`src/rtl/uart_pkg.sv`:
```
// Shared types and defaults for the UART receive FIFO.
package uart_pkg;

  localparam int unsigned DATA_BITS_DEF = 8;
  localparam int unsigned DEPTH_DEF     = 16;

  typedef struct packed {
    logic [DATA_BITS_DEF-1:0] data;
    logic                     parity_err;
    logic                     frame_err;
  } fifo_entry_t;

  // Flag bits appended below the character in every stored entry.
  localparam int unsigned FLAG_BITS = $bits(fifo_entry_t) - DATA_BITS_DEF;

endpackage

```
`src/rtl/uart_fifo_mem.sv`:
```
// Dual-port register array: synchronous write, asynchronous read.
module uart_fifo_mem #(
  parameter int unsigned WIDTH = 10,
  parameter int unsigned DEPTH = 16
) (
  input  logic                     clk,
  input  logic                     wr_en,
  input  logic [$clog2(DEPTH)-1:0] wr_addr,
  input  logic [WIDTH-1:0]         wr_data,
  input  logic [$clog2(DEPTH)-1:0] rd_addr,
  output logic [WIDTH-1:0]         rd_data
);

  logic [WIDTH-1:0] mem_q [DEPTH];

  always_ff @(posedge clk) begin
    if (wr_en) begin
      mem_q[wr_addr] <= wr_data;
    end
  end

  assign rd_data = mem_q[rd_addr];

endmodule

```
`src/rtl/uart_rx_fifo.sv`:
```
// First-word-fall-through FIFO behind a UART receiver, with sticky overflow.
// Define UART_RX_FIFO_DROP_ERR_EN to discard characters that carry a framing error.
module uart_rx_fifo
  import uart_pkg::*;
#(
  parameter int unsigned DATA_BITS   = DATA_BITS_DEF,
  parameter int unsigned DEPTH       = DEPTH_DEF,
  parameter int unsigned AFULL_LEVEL = 12
) (
  input  logic                   clk,
  input  logic                   reset,
  input  logic [DATA_BITS-1:0]   rx_data,
  input  logic                   data_ready,
  input  logic                   parity_err,
  input  logic                   frame_err,
  output logic [DATA_BITS-1:0]   rd_data,
  output logic                   rd_valid,
  input  logic                   rd_ready,
  output logic                   rd_parity_err,
  output logic                   rd_frame_err,
  output logic [$clog2(DEPTH):0] count,
  output logic                   almost_full,
  output logic                   overflow,
  input  logic                   clr_overflow
);

  localparam int unsigned AW = $clog2(DEPTH);
  localparam int unsigned PW = AW + 1;
  localparam int unsigned EW = DATA_BITS + FLAG_BITS;

  logic          dr_prev_q;
  logic [PW-1:0] wr_ptr_q, wr_ptr_d;
  logic [PW-1:0] rd_ptr_q, rd_ptr_d;
  logic          overflow_q, overflow_d;
  logic [EW-1:0] wr_entry, rd_entry;
  logic          wr_edge, wr_req, wr_en, rd_en, ovf_evt;
  logic          empty, full;

  // Pointers carry an extra wrap bit so full and empty are distinguishable.
  assign empty = (wr_ptr_q == rd_ptr_q);
  assign full  = (wr_ptr_q[AW] != rd_ptr_q[AW]) && (wr_ptr_q[AW-1:0] == rd_ptr_q[AW-1:0]);

  always_comb begin
    wr_edge = data_ready & ~dr_prev_q;
`ifdef UART_RX_FIFO_DROP_ERR_EN
    wr_req  = wr_edge & ~frame_err;
`else
    wr_req  = wr_edge;
`endif
    rd_en      = ~empty & rd_ready;
    // A read in the same cycle frees the slot, so a full FIFO still accepts.
    wr_en      = wr_req & (~full | rd_en);
    ovf_evt    = wr_req & full & ~rd_en;
    wr_ptr_d   = wr_ptr_q + PW'(wr_en);
    rd_ptr_d   = rd_ptr_q + PW'(rd_en);
    overflow_d = ovf_evt | (overflow_q & ~clr_overflow);
  end

  always_ff @(posedge clk or posedge reset) begin
    if (reset) begin
      dr_prev_q  <= 1'b0;
      wr_ptr_q   <= '0;
      rd_ptr_q   <= '0;
      overflow_q <= 1'b0;
    end else begin
      dr_prev_q  <= data_ready;
      wr_ptr_q   <= wr_ptr_d;
      rd_ptr_q   <= rd_ptr_d;
      overflow_q <= overflow_d;
    end
  end

  assign wr_entry = {rx_data, parity_err, frame_err};

  uart_fifo_mem #(
    .WIDTH (EW),
    .DEPTH (DEPTH)
  ) u_mem (
    .clk     (clk),
    .wr_en   (wr_en),
    .wr_addr (wr_ptr_q[AW-1:0]),
    .wr_data (wr_entry),
    .rd_addr (rd_ptr_q[AW-1:0]),
    .rd_data (rd_entry)
  );

  // Head fields are masked while empty so stale storage never shows.
  assign rd_valid      = ~empty;
  assign rd_data       = rd_valid ? rd_entry[EW-1:FLAG_BITS] : '0;
  assign rd_parity_err = rd_valid & rd_entry[1];
`ifdef UART_RX_FIFO_DROP_ERR_EN
  logic unused_frame_err;
  assign unused_frame_err = rd_entry[0];
  assign rd_frame_err     = 1'b0;
`else
  assign rd_frame_err  = rd_valid & rd_entry[0];
`endif
  assign count       = wr_ptr_q - rd_ptr_q;
  assign almost_full = (count >= PW'(AFULL_LEVEL));
  assign overflow    = overflow_q;

endmodule

```
`config.mk`:
```
export PLATFORM = sky130hd
export DESIGN_NAME = uart_rx_fifo
export DESIGN_NICKNAME = d
export VERILOG_FILES = /design/src/rtl/uart_pkg.sv /design/src/rtl/uart_fifo_mem.sv /design/src/rtl/uart_rx_fifo.sv
export SDC_FILE = /design/constraint.sdc
export NUM_CORES = 1
export LEC_CHECK = 0
export CAP_MARGIN = 30
export CORE_MARGIN = 2
export CORE_UTILIZATION = 50
export DETAILED_ROUTE_END_ITERATION = 10
export GPL_TIMING_DRIVEN = 0
export PLACE_DENSITY_LB_ADDON = 0.3
export RECOVER_POWER = 50
export SYNTH_ARGS = -nofsm -noshare
export SYNTH_HDL_FRONTEND = slang
export SYNTH_SLANG_ARGS = --single-unit
```
`constraint.sdc`:
```
create_clock -name clk -period 7.5 [get_ports clk]
set_input_delay 1.5 -clock clk [delete_from_list [all_inputs] [get_ports clk]]
set_output_delay 1.5 -clock clk [all_outputs]
set_load 0.005 [all_outputs]
```
==> metrics.cfg <==
[global_route]
grt_usage_pct = 20.5
use_met1_pct = 26.7
grt_pass1_vias = 3508
use_met3_pct = 5.73
grt_pass1_wl_um = 20800
grt_overflow = 0
antenna_found_initial = 0
grt_busiest_layer = met2
grt_max_degree = 17
grtUsageMet2_pct = 33.8

[drt]
ant_nets = 0
num_vias = 3374
vias_per_cell = 5.74
drt_iter0_markers = 392
dr.pass1.iters = 5
wl_per_cell_um = 23.0
drc = 0
wirelength_um = 13500

[min_path]
hold_depth = 1
hold_start = overflow
worst_hold_path.endpoint = overflow
hp-class = register to register

[clock_tree]
ctsHoldBuffers = 0
worstSkewPairLatency_ps = 430
cts_buffer_depth = 2
root_buffer = clkbuf_16
ctsResizeCount = 0
cts-htree-levels = 4
cts_tree = done
post_cts_buffers = 0
clock_sink_count = 172
numCtsBuffers = 17
clkTransAtPathRegs_ps = 60

[worst_setup_path]
reg2reg_setup_slack_ps = 3250
r2r_cells = 12
required_ps = 6000
cp-start-kind = register
cp.arrival_ps = 3760
cp_max_fo = 10
crit_start = rd_ptr_q[1]
worstSetupPathType = register to primary output
r2r_end = wr_ptr_q[4]
rr_startpoint = rd_ptr_q[1]
endpoint_kind = primary output

[placement]
dp_hpwl_um = 8890
place_congestion = 0.825
dpl.cell_count = 554
portBuffers = 32

[timing]
setup_tns_ps = 0
maxClockFrequency_mhz = 190
fin_skew_ps = 9.44
rsz0062_at_grt = no
setup_viol = 0
hold_viol = 0
worstMarginPinSlew_ps = 1310
period_minus_slack_ps = 5260
period_share_pct = 70.1
slew_headroom_pct = 11.5
slew_viol_final = 0

[final_layout]
drive_gt1_share_pct = 23.1
area_growth_pct = 17.1
final_cells = 588
final_cell_mix = 160 x edfxtp_1, 38 x mux4_2, 23 x nand2_1
final_nets = 422
final_util_pct = 60.4
final_common_cell = edfxtp_1

[power_and_ir_drop]
p_leak_nw = 2.64
p_per_area_nw_per_um2 = 388
ir_drop_mv = 0.184
p_total_mw = 3.12

[floorplanning]
die_w_um = 121
die_h_um = 121
die_area_sq_um = 14700
io_pins = 33
row_count = 42
initial_core_util_pct = 51.6
core_sq_um = 13300

[status]
status = completed

[synth]
syn_inst = 341
ys_ff_latch = 172
yosysWarnings = 0
ys_seq_area_share_pct = 74.5
syn_nets = 365
netlist_area_sq_um = 6860
yosysUniqueCellTypes = 34
syn_area_per_cell_sq_um = 20.1

[flow_run]
drv_cap = 0

-- per-stage QoR --
stage               setup WS [ps]  hold slack, ps  cell area, sq um
floorplan                    3750             477              6860
global placement             2620             481              7400
detailed placement           2630             488              7490
CTS                          2170             502              8030
global route                 2000             519              8020
finish                       2240             490              8030
-- report_power, final --
part           internal, mW  switching (mW)  total, mW
registers              1.12          0.0511       1.17
clock network         0.451           0.342      0.792
logic                 0.595           0.556       1.15
total                  2.17           0.948       3.12
-- worst max path at each step --
stage               cells past startpoint      endpoint
finish                                  9    rd_data[6]
CTS                                     9    rd_data[6]
global route                            9  rd_frame_err
floorplan                               8    rd_data[6]
global placement                        9  rd_frame_err
detailed placement                      9    rd_data[2]
-- logic make-up (layout without fill, tap and decap cells) --
logic type,after synthesis,count (layout),share of synthesized area [%]
other,0,1,0
XOR/XNOR,10,10,1.28
buffers and inverters,26,96,1.95
multiplexers,40,40,13.3
AND/OR/NAND/NOR,56,56,4.11
AO/OA/AOI/OAI,28,28,3.19
flip-flops,172,172,74.5
adder cells (fa/ha/maj),9,9,1.75
-- flip-flops by register name (all words and copies together) (netlist names) --
register     cells
overflow         1
u_mem.mem_q    160
wr_ptr_q         5
dr_prev_q        1
rd_ptr_q         5
-- synthesized netlist by cell type --
library cell / n / area share (%)
edfxtp_1: 160 / 70
a21o_1: 1 / 0.11
nand2b_1: 2 / 0.18
nor3_1: 7 / 0.51
nand4_1: 1 / 0.091
nor4_1: 5 / 0.46
inv_1: 11 / 0.60
nor2_1: 5 / 0.27
o21ai_0: 1 / 0.073
and2_1: 1 / 0.091
or3_1: 1 / 0.091
mux4_1: 2 / 0.77
a31o_2: 1 / 0.13
fa_1: 1 / 0.29
a32o_1: 1 / 0.15
or3b_1: 1 / 0.13
nor2b_1: 2 / 0.18
o21a_1: 1 / 0.11
o21ai_2: 1 / 0.13
nand2_1: 23 / 1.3
or4_1: 1 / 0.11
xor2_1: 4 / 0.51
a21oi_1: 11 / 0.80
a221o_1: 10 / 1.5
nand3_1: 4 / 0.29
xnor2_1: 6 / 0.77
o311ai_2: 1 / 0.24
dfrtp_1: 12 / 4.4
buf_6: 4 / 0.66
clkbuf_1: 6 / 0.33
mux4_2: 38 / 12
buf_2: 5 / 0.36
ha_1: 8 / 1.5
nor3_2: 3 / 0.44
-- per-layer routing --
metal	routed length (um)	share of wire, %	vias to the layer above
met2	7090	52	98
met4	166	1.2	0
met5	0	0	-
met1	5270	39	1745
met3	1010	7.5	17
li1	-	-	1514
-- critical path: stages, from the launching register on --
cell	delay, ps
dfrtp_1	350
clkbuf_1	270
clkbuf_1	490
inv_1	170
ha_1	340
nand4_1	180
nor2_1	150
nor3_2	560
a221o_1	300
clkdlybuf4s50_1	510
-- layout make-up --
cell class,instances,area (sq um)
inverters,11,41.3
multi-input cells,143,1660
clock inverters,13,103
clock buffers,19,433
well taps,176,220
flip-flops and latches,172,5100
repair buffers,38,365
fillers,962,5270
diodes,1,2.50
plain buffers,15,92.6
Power figures use the tool's default switching activity.
